--- src/rtl/dma_arbiter.sv ---
// dma_arbiter: round-robin arbiter sharing one DMA controller among
// NUM_PORTS requesters. The winner's descriptor is latched, a one-cycle
// ctl_rqst is issued, and the data/ack handshake is routed to the winner
// until the controller's end flag.
// Optional watchdog abort: define DMA_ARB_WATCHDOG_EN.
module dma_arbiter #(
    parameter int NUM_PORTS   = 4,
    parameter int ADD_LEN     = 16,
    parameter int DATA_LEN    = 16,
    parameter int WDOG_CYCLES = 1024
) (
    input  logic                             clk,
    input  logic                             reset,
    input  logic [NUM_PORTS-1:0]             rqst,
    input  logic [NUM_PORTS-1:0]             rd_wr,
    input  logic [NUM_PORTS*ADD_LEN-1:0]     num_words,
    input  logic [NUM_PORTS*(ADD_LEN+1)-1:0] start_addr,
    input  logic [NUM_PORTS-1:0]             dev_ack,
    input  logic [NUM_PORTS*DATA_LEN-1:0]    dev_in,
    output logic [NUM_PORTS-1:0]             dma_ack,
    output logic [DATA_LEN-1:0]              dev_out,
    output logic [NUM_PORTS-1:0]             end_flag,
    output logic [NUM_PORTS-1:0]             err,
    output logic [NUM_PORTS-1:0]             grant,
    output logic                             busy,
    output logic                             ctl_rqst,
    output logic                             ctl_rd_wr,
    output logic                             ctl_dev_ack,
    output logic [ADD_LEN-1:0]               ctl_num_words,
    output logic [ADD_LEN:0]                 ctl_start_addr,
    output logic [DATA_LEN-1:0]              ctl_dev_in,
    input  logic                             ctl_dma_ack,
    input  logic                             ctl_end_flag,
    input  logic [DATA_LEN-1:0]              ctl_dev_out,
    output logic                             ctl_reset
);

    localparam int PW = (NUM_PORTS > 1) ? $clog2(NUM_PORTS) : 1;

    typedef enum logic [2:0] {
        S_IDLE    = 3'd0,
        S_GRANT   = 3'd1,
        S_ISSUE   = 3'd2,
        S_BUSY    = 3'd3,
`ifdef DMA_ARB_WATCHDOG_EN
        S_RELEASE = 3'd4,
        S_ABORT   = 3'd5
`else
        S_RELEASE = 3'd4
`endif
    } state_t;

    state_t               state, state_nxt;
    logic [PW-1:0]        winner, last, pick;
    logic                 found;
    int                   idx;
    logic [NUM_PORTS-1:0] onehot;
    logic                 owned;

    logic                 d_rd_wr;
    logic [ADD_LEN-1:0]   d_num_words;
    logic [ADD_LEN:0]     d_start_addr;

`ifdef DMA_ARB_WATCHDOG_EN
    localparam int CW = (WDOG_CYCLES > 2) ? $clog2(WDOG_CYCLES) : 1;
    logic [CW-1:0] wdog_cnt;
    logic          wdog_hit;

    // The counter is 0 on the first BUSY cycle; the limit is considered
    // reached on the cycle whose increment would make it WDOG_CYCLES-1,
    // which places ABORT WDOG_CYCLES cycles after ISSUE.
    assign wdog_hit = (wdog_cnt == CW'(WDOG_CYCLES - 2));

    // Watchdog counter: cleared in ISSUE, advancing every BUSY cycle
    always_ff @(posedge clk or posedge reset) begin
        if (reset)                 wdog_cnt <= '0;
        else if (state == S_ISSUE) wdog_cnt <= '0;
        else if (state == S_BUSY)  wdog_cnt <= wdog_cnt + 1'b1;
    end
`endif

    // Round-robin search starting one past the last winner
    always_comb begin
        pick  = '0;
        found = 1'b0;
        idx   = 0;
        for (int i = 1; i <= NUM_PORTS; i++) begin
            idx = int'(last) + i;
            if (idx >= NUM_PORTS) idx = idx - NUM_PORTS;
            if (!found && rqst[idx]) begin
                pick  = PW'(idx);
                found = 1'b1;
            end
        end
    end

    // State register
    always_ff @(posedge clk or posedge reset) begin
        if (reset) state <= S_IDLE;
        else       state <= state_nxt;
    end

    // Winner, pointer and descriptor captured on the IDLE->GRANT edge so
    // they are already valid for the whole GRANT cycle; later device
    // changes are not seen.
    always_ff @(posedge clk or posedge reset) begin
        if (reset) begin
            winner       <= '0;
            last         <= PW'(NUM_PORTS - 1);
            d_rd_wr      <= 1'b0;
            d_num_words  <= '0;
            d_start_addr <= '0;
        end else if (state == S_IDLE && found) begin
            winner       <= pick;
            last         <= pick;
            d_rd_wr      <= rd_wr[pick];
            d_num_words  <= num_words[int'(pick)*ADD_LEN +: ADD_LEN];
            d_start_addr <= start_addr[int'(pick)*(ADD_LEN+1) +: ADD_LEN+1];
        end
    end

    // Next-state logic
    always_comb begin
        state_nxt = state;
        case (state)
            S_IDLE:    if (found) state_nxt = S_GRANT;
            S_GRANT:   state_nxt = S_ISSUE;
            S_ISSUE:   state_nxt = S_BUSY;
            S_BUSY: begin
                if (ctl_end_flag) state_nxt = S_RELEASE;
`ifdef DMA_ARB_WATCHDOG_EN
                else if (wdog_hit) state_nxt = S_ABORT;
`endif
            end
            S_RELEASE: state_nxt = S_IDLE;
`ifdef DMA_ARB_WATCHDOG_EN
            S_ABORT:   state_nxt = S_IDLE;
`endif
            default:   state_nxt = S_IDLE;
        endcase
    end

    // Output decode and handshake routing to the current owner
    always_comb begin
        onehot         = '0;
        onehot[winner] = 1'b1;
        owned          = (state == S_GRANT) || (state == S_ISSUE) ||
                         (state == S_BUSY)  || (state == S_RELEASE);
        busy           = (state != S_IDLE);
        grant          = busy ? onehot : '0;
        ctl_rqst       = (state == S_ISSUE);
        end_flag       = (state == S_RELEASE) ? onehot : '0;
        err            = '0;
        ctl_reset      = 1'b0;
`ifdef DMA_ARB_WATCHDOG_EN
        if (state == S_ABORT) begin
            end_flag  = onehot;
            err       = onehot;
            ctl_reset = 1'b1;
        end
`endif
        ctl_dev_ack = 1'b0;
        ctl_dev_in  = '0;
        dma_ack     = '0;
        if (owned) begin
            ctl_dev_ack = dev_ack[winner];
            ctl_dev_in  = dev_in[int'(winner)*DATA_LEN +: DATA_LEN];
            dma_ack     = ctl_dma_ack ? onehot : '0;
        end
    end

    assign dev_out        = ctl_dev_out;
    assign ctl_rd_wr      = d_rd_wr;
    assign ctl_num_words  = d_num_words;
    assign ctl_start_addr = d_start_addr;

endmodule

--- config.mk ---
export PLATFORM = sky130hd
export DESIGN_NAME = dma_arbiter
export DESIGN_NICKNAME = d
export VERILOG_FILES = /design/src/rtl/dma_arbiter.sv
export SDC_FILE = /design/constraint.sdc
export NUM_CORES = 1
export LEC_CHECK = 0
export ABC_CLOCK_PERIOD_IN_PS = 2350
export BUFFER_PORTS_ARGS = -buffer_cell sky130_fd_sc_hd__buf_2
export CAP_MARGIN = 20
export CORE_AREA = 2 2 123 125
export DETAILED_ROUTE_END_ITERATION = 7
export DIE_AREA = 0 0 125 127
export PLACE_DENSITY = 0.6
export REMOVE_ABC_BUFFERS = 1
export SYNTH_ARGS = -nofsm -noshare
export SYNTH_HDL_FRONTEND = slang
export SYNTH_SLANG_ARGS = --single-unit
--- constraint.sdc ---
create_clock -name clk -period 2.35 [get_ports clk]
set_clock_uncertainty 0.1 [all_clocks]
set_input_delay 0.235 -clock clk [delete_from_list [all_inputs] [get_ports clk]]
set_output_delay 0.235 -clock clk [all_outputs]
set_load 0.03 [all_outputs]
## Word-level counts from Yosys, hierarchy flattened

Index checks and enable logic that the tools add are counted.

- Register bits after elaboration: 41
- Input bits: 228

- Mux-type cells: 39
- Magnitude comparators: 11
- Shifts and indexed selects: 3
- Reductions and logical operators: 14
- Add/subtract/negate cells: 8
- Eq/ne operators: 6
- Multiply operators: 1

Operators by type and width:

| kind | number |
|---|---|
| $lt A32 B4 Y1 const B | 4 |
| $mux W32 | 4 |
| $shiftx A64 B7 Y16 | 2 |
| $shiftx A68 B8 Y17 | 1 |
| $mux W1 | 16 |
| $mux W16 | 1 |
| $mux W4 | 4 |
| $bmux W1 S2 | 6 |
| $pmux W3 S4 | 1 |
| $sub A3 B3 Y4 const B | 3 |
| $ge A3 B3 Y1 const B | 3 |
| $mux W2 | 4 |
| $mul A2 B5 Y7 const B | 1 |
| $add A2 B2 Y3 const B | 2 |
| $eq A3 B2 Y1 const B | 2 |
| $lt A2 B3 Y1 const B | 2 |
| $mux W3 | 2 |
| $logic_and A1 B1 Y1 | 5 |
| $sub A4 B3 Y5 const B | 1 |
| $add A2 B3 Y4 const B | 1 |
| $ge A4 B3 Y1 const B | 1 |
| $ne A2 B2 Y1 const B | 2 |
| $add A2 B1 Y3 const B | 1 |
| $eq A3 B1 Y1 const B | 1 |
| 8 further kinds | 12 |

## Longest topological paths before layout

Gate-level depths: netlist (run 1).

- Depth in word-level cells: 18
- Gate-level depth with buffers: 7
- Gate-level depth less buffers: 5

## Least setup slack after synthesis (run 1)

OpenSTA, ideal clock, no wires.

- Kind: reg-to-output
- Start: reg state[0]
- End: out dma_ack[0]
- Setup slack: 380 ps
- Cell stages (with the launch flop): 6
- Path buffers: 0
- Arrival: 1635 ps
- Data required time: 2015 ps
- Cell sequence: dfrtp_1 nor2_1 xor2_1 inv_1 nand2_1 nor3_1

- Longest elaborated chain between the ends: 5
- Elaborated cells on any way between the ends: 8
- Those cells by class: 4 x eq/ne; 1 x mux; 3 x reduce/logical

Ends and longest elaborated chain:

| item | RTL line | source |
|---|---|---|
| start, declared | 53 | `state_t state, state_nxt;` |
| start signal, assigned | 100 | `else state <= state_nxt;` |
| $eq A3 B1 Y1 / $eq A3 B2 Y1 (equally long branches) | 147 | `owned = (state == S_GRANT) \|\| (state == S_ISSUE) \|\|` |
| $logic_or A1 B1 Y1 (2 in a row) | 147 |  |
| $logic_or A1 B1 Y1 * | 148 | `(state == S_BUSY) \|\| (state == S_RELEASE);` |
| $mux W4 * | 165 | `if (owned) begin` |
| end, declared | 20 | `output logic [NUM_PORTS-1:0] dma_ack,` |

Every way passes the cells marked *; elsewhere a longest branch is shown, timed or not.

## Worst setup path in the final report (run 1)

- Start: reg winner[0]
- End: out ctl_dev_ack

- Longest elaborated chain between the ends: 3

Ends and longest elaborated chain:

| item | RTL line | source |
|---|---|---|
| start, declared | 54 | `logic [PW-1:0] winner, last, pick;` |
| start signal, assigned | 114 | `winner <= pick;` |
| $bmux W1 S2 | 166 | `ctl_dev_ack = dev_ack[winner];` |
| $mux W1 (not written as such) | 166 |  |
| $mux W1 | 165 |  |
| end, declared | 28 | `output logic ctl_dev_ack,` |

No other way between the ends. The select of a mux whose other input is x is not followed.

==> results list, run 1 <==
- Height of the die: around 130 um
- Kind of end point of the critical path: output port
- Power per standard cell area: 1220 nW/um2
- Cell with the largest stage delay on the worst path: mux4_2
* Setup repair after global routing missed its margin: no
- The number of global-route vias before repair was roughly 4200.
- DIE WIDTH: roughly 130 um
* Setup Viol. Count Final: 0
- For this run, the slowest stage of the critical path takes around 550 ps.
- Final cell count without fillers: ~860
* Number of max-capacitance violations reported: 0
- The initialized floorplan defines 44 standard-cell rows.
- Ant. Diodes: 0
- Top Family by Delay on Critical Path: multiplexers
* Buffer type at the clock tree root: clkbuf_16
* Synthesis-to-finish area growth: 42.7%
- Fraction of synthesized cell area taken by the top area cell type: 25.8%
* IO buf count: 276
* Psw: 3260 uW
* Result of the run: finished clean
- The max-slew violation count came to 0.
* Pin count of the biggest net entering global routing: between 60 and 70
- Across the VDD grid, the largest voltage drop is about 440 uV.
- The internal power of the cells totals about 3300 uW.
- Number of flops mapped to enable cells by yosys: 0
* Clock transition at the registers of the reported paths: ~60 ps
* Sequential cell area fraction in the yosys report: 27.2%
- Final weighted congestion in routability-driven placement: between 0.8 and 0.9
- Netlist area before placement: approximately 3800 um2
* DR vias/cell: between 4 and 5
* Clock group share of total power: ~14%
- Period utilization: 89.0%
- Pin placement for this block handled between 300 and 400 I/O pins.
- Sequential power share: 19.3%
- Post-synthesis cell count: 435
- DR vias: approximately 4200
- CTS Sinks: 41
- For this run, the share of the core covered by cells in the final layout is between 30% and 40%.
* HPWL after DPL: ~11 mm
- In this run the worst hold path is classified as input pin to register.
- Post-route setup TNS: 0 ps
- In this run the remaining antenna-violating nets after routing total 0.
* Total leakage power: 0.00282 uW
* Overall routed net length: roughly 14 mm
- FMAX: 478 MHz
- Initial antenna violation count: 0
* Number of clock buffers inserted by TritonCTS: 5
* Final net count: about 900
- Arr. time, crit path: around 1800 ps
- The worst setup path is launched from a register.
- After detailed routing, the number of remaining DRC violations is 0.
* Category of the most critical setup path: register to output port
* Number of placed instances, taps included: 850
- Flip-flop and latch count after synthesis: 41
- Cells along the critical path: buf_12, mux4_2, nor2b_1, buf_2
- Global routing used around 16% of the available tracks across all layers.
- Most common cell in the netlist: nand2_1
- The clock reaches the later pin of the worst-skew pair after 280 ps.
- Global routing finished with a remaining overflow of 0.
* Warnings from Yosys: 0
- For this run, asynchronously set or reset flops after synthesis account for 100%.
- Post-synth top area cell: dfrtp_1
* Synth unique cells: 38
* Fraction of power spent switching nets: 49.6%
* Ranking of synthesized cells by instance count: nand2_1, dfrtp_1, inv_1
* Area of the die: ~16000 um2
* Mean post-synth cell area: between 8 and 9 um2
- The most used flip-flop cell after synthesis is dfrtp_1.
- R2R Setup Slk: 320 ps
- For this configuration, the core starts out at a cell density of a little over a quarter.
* Clock tree from TritonCTS: built
* Final Hold Vio Count: 0
* Post_cts resized: 0
* Maximum fanout count along the critical path: 23
- Ratio of cells with drive above 1 in the final layout: 48.6%
- Clock tree buffer depth: 2
- After the first detailed-routing iteration, the DRC count stood at 122.
- Synth top area cells: dfrtp_1, mux4_2, mux2i_1
* Routed wirelength normalized by instance count: approximately 16 um
- Subtracting the final worst setup slack from the clock period gives approximately 2100 ps.
- STA puts the critical path data required time at 2020 ps.
* First-pass iteration count of the detailed router: 4
- Combinational cells account for 67.2% of the total power.
- Core area: approximately 14000 um2
- The first global-routing pass estimated between 20 and 25 mm of wire.
- The clock tree synthesis step divided the H-tree into 2 levels.
* Count of buffering cells on the critical path with inverters included: 2
power groups by stage:
stage | clock network, uW | registers (uW) | logic (uW)
after floorplan | 0 | 1880 | 2430
after global placement | 0 | 1280 | 4450
after detailed placement | 0 | 1280 | 4500
after CTS | 916 | 1270 | 4490
after global routing | 943 | 1320 | 4800
final | 889 | 1270 | 4430
worst paths after layout:
check / from / endpoint / cells after the start
max: winner[0] / ctl_dev_ack / 4
min: ctl_end_flag / state[0] / 3
max reg2reg: state[2] / ctl_num_words[2] / 4
min reg2reg: winner[1] / winner[1] / 2
max in group asynchronous: reset / ctl_start_addr[13] / 4
min in group asynchronous: reset / ctl_start_addr[10] / 3
layout by cell type (no fill, tap or decap), drive strengths merged, types with 2 or more instances in the layout:
cell type,count
mux4,17
buf,291
bufinv,2
o211ai,35
clkbuf,5
dfrtp,39
mux2i,34
and3,2
nor3,5
and4,34
inv,37
dfstp,2
nand2b,7
conb,5
a31oi,34
o21ai,38
nor2b,17
nand3b,2
nor2,11
a21oi,2
nand2,44
cell type report:
type | instances | area [um2]
Clock buffer | 5 | 125
Clock inverter | 3 | 65.1
Fill cell | 1524 | 9030
Inverter | 37 | 139
Multi-Input combinational cell | 297 | 2250
Sequential cell | 41 | 1030
Tap cell | 184 | 230
Timing Repair Buffer | 292 | 1550
worst register-to-register path, cell delays in order, from the launching register on:
cell and delay [ps]:
dfrtp_1 460, nor3_4 360, nand2_2 170, nand3b_4 500, o211ai_1 340
sequential cells by signal (all words and copies together) (netlist names):
name,cells
winner,2
ctl_num_words,16
ctl_rd_wr,1
last,2
state,3
ctl_start_addr,17
cells by family after synthesis:
group	count (synthesis)	share of synthesized area (%)
simple gates	126	20.3
compound gates	114	19.1
buf+inv	101	13.9
mux	51	19.1
flops	41	27.2
xor+xnor	1	0.232
other cells	1	0.0992
metrics by stage:
step           hold WS, ps  power, uW  setup slack [ps]  area (um2)
3_3_place_gp           176       5720               396        5190
6_report               152       6580               258        5390
5_1_grt                158       7070               148        5390
2_1_floorplan          312       4310             -1770        3410
4_1_cts                143       6690               225        5390
3_5_place_dp           178       5780               294        5190
metal layers:
layer,vias to the layer above,wire [um],track usage [%]
met3,15,1370,5.65
li1,2043,-,-
met4,0,223,4.51
met1,1911,4980,17.2
met2,228,7080,31.0
met5,-,0,0
repair_timing:
action	4_1_cts	5_1_grt
endpoints found under the hold margin	17	0
setup buffers	0	0
hold buffers	1	0
No activity file was read; power rests on OpenSTA's default activity.
==> run 2: changes to the inputs <==
--- a/config.mk
+++ b/config.mk
@@ -6,12 +6,12 @@
 export NUM_CORES = 1
 export LEC_CHECK = 0
 export ABC_CLOCK_PERIOD_IN_PS = 2350
-export BUFFER_PORTS_ARGS = -buffer_cell sky130_fd_sc_hd__buf_2
 export CAP_MARGIN = 20
-export CORE_AREA = 2 2 123 125
+export CORE_AREA = 2 2 122 124
 export DETAILED_ROUTE_END_ITERATION = 7
-export DIE_AREA = 0 0 125 127
-export PLACE_DENSITY = 0.6
+export DIE_AREA = 0 0 124 126
+export DONT_BUFFER_PORTS = 1
+export PLACE_DENSITY = 0.42
 export REMOVE_ABC_BUFFERS = 1
 export SYNTH_ARGS = -nofsm -noshare
 export SYNTH_HDL_FRONTEND = slang
==> run 2 against run 1 <==
Sequential power is 52% higher. Total power fell by 7.2%. Routed wire length is 7.7% lower. Core utilization is 8.3 points lower. Worst setup slack worse by 44 ps. Register-to-register slack lost 30 ps. Clock power down 21%. Highest routed layer unchanged.
==> results list, run 2 (same netlist as run 1, synthesis figures left out) <==
* Final weighted congestion in routability-driven placement: 0.772
- Core area: around 14000 um2
- The largest single stage delay on the critical path is approximately 560 ps.
- Leaving out fill and tap cells, the most frequent cells in the layout are nand2_1, dfrtp_1, buf_4.
* Pin count of the biggest net entering global routing: a little under 70
- Global-route total usage across every layer: 15.5%
- Dpl cell area: roughly 4000 um2
- TritonCTS built the clock tree.
* Maximum fanout count along the critical path: 18
- The tree built by TritonCTS fans out to 41 sinks.
* Classification of the worst-slack hold path: input pin to register
- The layout has about 1500 filler cells.
- The number of placed instances, taps included, is 600.
- The die covers about 16000 um2.
- The final layout contains routed wiring with a total length of between 10 and 15 mm.
* Buffer type at the clock tree root: clkbuf_16
- Arr. time, crit path: roughly 1800 ps
- DR vias/cell: about 5.5
- IO buf count: 0
- Routed wirelength normalized by instance count: approximately 21 um
- Dividing total power by cell area gives a power density of ~1500 nW/um2.
- Number of routed nets with antenna violations: 0
- Final cell count without fillers: 609
* Shortest period the worst path allows: about 2100 ps
- Across all hold checks on the routed design, the worst slack comes to 31.3 ps.
- Worst relative slew slack: roughly 60%
- In this run the core area contains 44 standard-cell rows.
* Cell with the largest stage delay on the worst path: mux4_2
- Source of the critical timing path: winner[0]
* Ratio of cells with drive above 1 in the final layout: approximately 18%
* Peak supply drop: around 360 uV
- DIE WIDTH: between 100 and 150 um
- Post-route setup TNS: 0 ps
- The max-slew violation count was 0.
- Before antenna repair, the detailed router went through 4 iterations.
- Pwr Total: between 6000 and 7000 uW
* Total leakage power: 0.00180 uW
- The critical path is of the register to output port type.
* Final Hold Vio Count: 0
* Period utilization: approximately nine tenths
- Result of the run: finished clean
- The initial antenna violation count is 1.
- Number of max-capacitance violations reported: 0
- The final layout contains about 650 nets.
- Global routing finished with a remaining overflow of 0.
- First-pass GRT wire length: around 19 mm
* Required time at the endpoint of the critical path: approximately 2000 ps
- Vias in the first global route: around 3400
- Nature of the critical path startpoint: register
- Commonest non-fill, non-tap cell in the layout: nand2_1
* Setup repair after global routing missed its margin: no
- Startpoint of the worst register-to-register path: last[0]
* Kind of end point of the critical path: output port
* Effective utilization at floorplan: between 20% and 30%
* Flip-flop count of the largest register, all copies and words added: 17
- The detailed router finished its first iteration with 98 violations.
* Number of H-tree levels: 2
- HPWL after DPL: 9.55 mm
- The final route contains about 3300 vias.
* Setup Viol. Count Final: 0
* Count of pins on the block boundary: between 300 and 400
* Slew at the pin closest to its max-slew limit: around 600 ps
- The critical path goes through buf_4, mux4_2, nor2b_1, buf_4.
- In this run the deepest clock path goes through 2 buffers.
- Final instance area: 4160 um2
- Number of clock buffers inserted by TritonCTS: 5
- The clock reaches the later pin of the worst-skew pair after roughly 280 ps.
- Static timing analysis puts the maximum clock frequency at ~470 MHz.
- Cell seen most often among critical-path stages: buf_4
* Origin of the worst min-delay path: ctl_end_flag
- In the routed design, unresolved DRC markers number 0.
* Synthesis-to-finish area growth: 10.2%
- Height of the die: about 130 um
- Clock-pin slew was measured on the worst setup and hold paths at around 60 ps.
[run 2: changes by cell type in the layout (fill, tap and decap cells not counted), sizes merged]
| cell | delta |
|---|---|
| bufinv | -2 |
| buf | -250 |
| clkinv | -1 |
| clkbuf | +2 |
| diode | +1 |
[run 2: layout make-up]
class,instances,area (um2),share of cell area (%)
timing repair buffer,42,368,8.83
inverter,37,139,3.34
tap,184,230,5.53
antenna,1,2.50,0.0601
sequential,41,1030,24.7
clock buffer,7,143,3.43
multi-input combinational,297,2250,54.1
[run 2: routing by layer]
metal  part of all wire, %  GRT usage [%]
met5                     0              0
met4                   1.2           4.10
met3                    12           5.66
met2                    53           28.9
met1                    35           16.2
[run 2: per-stage QoR]
step / setup WS [ps] / utilization, %
floorplan: -1770 / -
global placement: 332 / 28.0
detailed placement: 280 / 28.0
CTS: 41.2 / 29.1
global route: 113 / 29.1
finish: 214 / 29.1
[run 2: what timing repair did]
action / in CTS / in global routing
gates resized for setup: 0 / 1
endpoints found under the hold margin: 39 / 0
buffers inserted: 0 / 0
hold buffers: 1 / 0
endpoints found under the setup margin: 0 / 17
[run 2: critical path, delay by kind of cell (launching register included)]
| family | cells | cell delay, ps |
|---|---|---|
| buf+inv | 2 | 480 |
| flops | 1 | 320 |
| mux | 1 | 560 |
| simple gates | 1 | 150 |
[run 2: power by group]
part           internal, uW  leakage [uW]  switching [uW]  total, uW
Clock                   418     0.0000700             282        699
Combinational          1480       0.00123            2000       3480
Sequential             1040      0.000508             884       1930
Total                  2940       0.00180            3170       6110
[run 2: worst paths after layout]
path / cells after the start / slack (ps) / endpoint
setup / recovery: 4 / 210 / ctl_dev_in[15]
min in group asynchronous: 3 / 450 / ctl_rd_wr
hold reg to reg: 2 / 400 / last[0]
hold / removal: 2 / 30 / state[0]
max in group asynchronous: 3 / 1270 / state[2]
setup reg to reg: 6 / 290 / ctl_rd_wr
==> run 3: changes to the inputs <==
--- a/config.mk
+++ b/config.mk
@@ -7,11 +7,13 @@
 export LEC_CHECK = 0
 export ABC_CLOCK_PERIOD_IN_PS = 2350
 export CAP_MARGIN = 20
+export CELL_PAD_IN_SITES_DETAIL_PLACEMENT = 1
+export CELL_PAD_IN_SITES_GLOBAL_PLACEMENT = 1
 export CORE_AREA = 2 2 122 124
 export DETAILED_ROUTE_END_ITERATION = 7
 export DIE_AREA = 0 0 124 126
 export DONT_BUFFER_PORTS = 1
-export PLACE_DENSITY = 0.42
+export PLACE_DENSITY = 0.56
 export REMOVE_ABC_BUFFERS = 1
 export SYNTH_ARGS = -nofsm -noshare
 export SYNTH_HDL_FRONTEND = slang
==> run 3 against run 2 <==
Critical path depth fell by 1. Maximum frequency down 2.0%. Routed wire length increased by 11%. Core utilization rose by 0.14 points. Cell area is 0.48% higher. Total power is 1.5% higher. Clock-buffer cell count fell by 1. Clock power decreased by 2%. Worst setup slack worse by 45 ps. Worst hold slack better by 17 ps. First-iteration DRC count up 18%. Via count up 2.9%. Critical path type unchanged. Largest power group unchanged. Highest routed layer is now met5.
==> results list, run 3 (same netlist as run 1, synthesis figures left out) <==
- The number of global-route vias before repair is 3610.
- IR analysis of the VDD net gives a maximum drop of approximately 390 uV.
- After global routing the overflow that remains totals 0.
- Maximum fanout count along the critical path: 18
* Final Hold Vio Count: 0
- Combinational logic is responsible for between 50% and 60% of the overall power.
* Source of the critical timing path: winner[1]
* Clock tree buffer depth: 2
- After clock tree synthesis, the repair step resized 0 gates.
* Worst relative slew slack: 54.0%
- Final net count: about 660
* Number of placed instances, taps included: about 610
* Result of the run: finished clean
- Slew at the pin closest to its max-slew limit: 690 ps
- Number of max-capacitance violations reported: 0
* First-pass iteration count of the detailed router: 4
- Setup Viol. Count Final: 0
- Based on the critical path, the design can be clocked at up to 459 MHz.
* Pwr Total: 6210 uW
- For this run, global-route usage on met1 was measured as 16.6%.
- Number of routed nets with antenna violations: 0
- In this run the most critical hold path is launched from ctl_end_flag.
- STA classifies the critical path startpoint as a register.
* Final weighted congestion in routability-driven placement: roughly 0.79
- DR vias: about 3400
- HPWL after DPL: ~11 mm
* Sequential power share: 31.2%
- CTS Sinks: 41
- The global routing stage identified its most utilized layer as met2.
* Synthesis-to-finish area growth: 10.7%
- Summed over all nets, the switching power comes to around 3300 uW.
- Category of the most critical setup path: register to output port
- Clock-pin slew was measured on the worst setup and hold paths at around 60 ps.
* Setup repair after global routing missed its margin: no
* First-pass GRT wire length: approximately 20 mm
- # fillers: 1711
- Final cell count without fillers: roughly 620
- Wires add up to 14.0 mm.
- Clock tree synthesis selected as its root buffer the cell clkbuf_16.
- In this run the power density over the cells is roughly 1500 nW/um2.
- Pin count of the biggest net entering global routing: 45
* Classification of the worst-slack hold path: input pin to register
- In this run the number of H-tree levels came out at 2.
* DR vias/cell: 5.53
- Of the cells placed in the final design, the portion with a size suffix greater than 1 is approximately a fifth.
* Core area: 14300 um2
- Shortest period the worst path allows: 2180 ps
- Clock latency reported for the late side of the worst-skew pair: approximately 290 ps
- Fraction of power spent switching nets: about 53%
* Number of cells on the worst reg-to-reg path: 7
- Routed wirelength normalized by instance count: roughly 23 um
- For this block, the initial DRC count from the detailed router was 116.
* Flip-flop count of the largest register, all copies and words added: 17
- The floorplan step defined a die boundary enclosing between 15000 and 20000 um2.
- DRC Markers: 0
- Global-route total usage across every layer: 16.8%
* Count of pins over their slew limit: 0
- Number of clock buffers inserted by TritonCTS: 5
* Commonest non-fill, non-tap cell in the layout: buf_4
- The internal power of the cells totals between 2000 and 3000 uW.
* Number of cells traversed by the worst hold path: 2
* Effective utilization at floorplan: between 20% and 30%
- Clock group share of total power: approximately 11%
- In this run the tool buffered the top-level ports with 0 buffer cells.
* Startpoint of the worst register-to-register path: last[0]
- Height of the die: approximately 130 um
* Kind of end point of the critical path: output port
- Met2 Usage GRT: 31.6%
- Period utilization: between 90% and 100%
* Count of pins on the block boundary: between 300 and 400
- GR Util met3: under 10%
- Clock tree from TritonCTS: built
- The initial antenna violation count is 4.
- Required time at the endpoint of the critical path: approximately 2000 ps
- In the layout the commonest cells are buf_4, nand2_1, dfrtp_1.
* Arr. time, crit path: between 1500 and 2000 ps
- DIE WIDTH: between 100 and 150 um
* Row count: 44
- Summed over all cells, the static leakage comes to roughly 0.0018 uW.
[run 3: changes by cell type in the layout (fill, tap and decap cells not counted), sizes merged]
cell,delta
buf,+6
clkinv,+2
diode,+2
clkbuf,-1
[run 3: final timing paths]
| path | to | slack (ps) |
|---|---|---|
| worst max-delay path | dma_ack[1] | 170 |
| worst min-delay path | state[0] | 50 |
| worst max register to register | ctl_num_words[8] | 340 |
| worst min register to register | winner[0] | 380 |
| max in group asynchronous | ctl_num_words[13] | 1130 |
| min in group asynchronous | ctl_start_addr[8] | 300 |
[run 3: power groups by stage]
stage / Combinational (uW) / Clock (uW) / Sequential [uW]
after global placement: 3530 / 0 / 1950
after CTS: 3630 / 712 / 1950
after floorplan: 2430 / 0 / 1880
after global routing: 3940 / 741 / 2000
after detailed placement: 3630 / 0 / 1950
final: 3580 / 687 / 1930
[run 3: metal layers]
metal / share of wire (%) / wire length (um)
met1: 35 / 4850
met2: 52 / 7330
met3: 11 / 1540
met4: 2.2 / 306
met5: 0.11 / 16
[run 3: timing repair]
item | 4_1_cts | 5_1_grt
endpoints found under the hold margin | 15 | 0
hold buffers | 1 | 0
buffers inserted | 0 | 0
[run 3: through the flow]
stage	cell area (um2)	setup TNS (ps)	hold slack, ps	setup WS [ps]	utilization (%)
floorplan	3410	-60220	312	-1770	-
global placement	4030	0	47.6	322	28.1
detailed placement	4030	0	46.3	321	28.1
CTS	4180	0	43.2	157	29.2
global route	4180	0	57.8	69.3	29.2
finish	4180	0	48.0	169	29.2
[run 3: cell type report]
class	count	area [um2]	share of cell area, %
Antenna cell	3	7.51	0.179
Clock buffer	6	129	3.08
Clock inverter	2	10.0	0.239
Inverter	37	139	3.32
Multi-Input combinational cell	297	2250	53.8
Sequential cell	41	1030	24.6
Tap cell	184	230	5.50
Timing Repair Buffer	48	388	9.27
[run 3: critical path, stage by stage, from the launching register on]
cell and delay (ps):
dfrtp_1 630, buf_4 290, nand2b_1 180, nor2_1 450
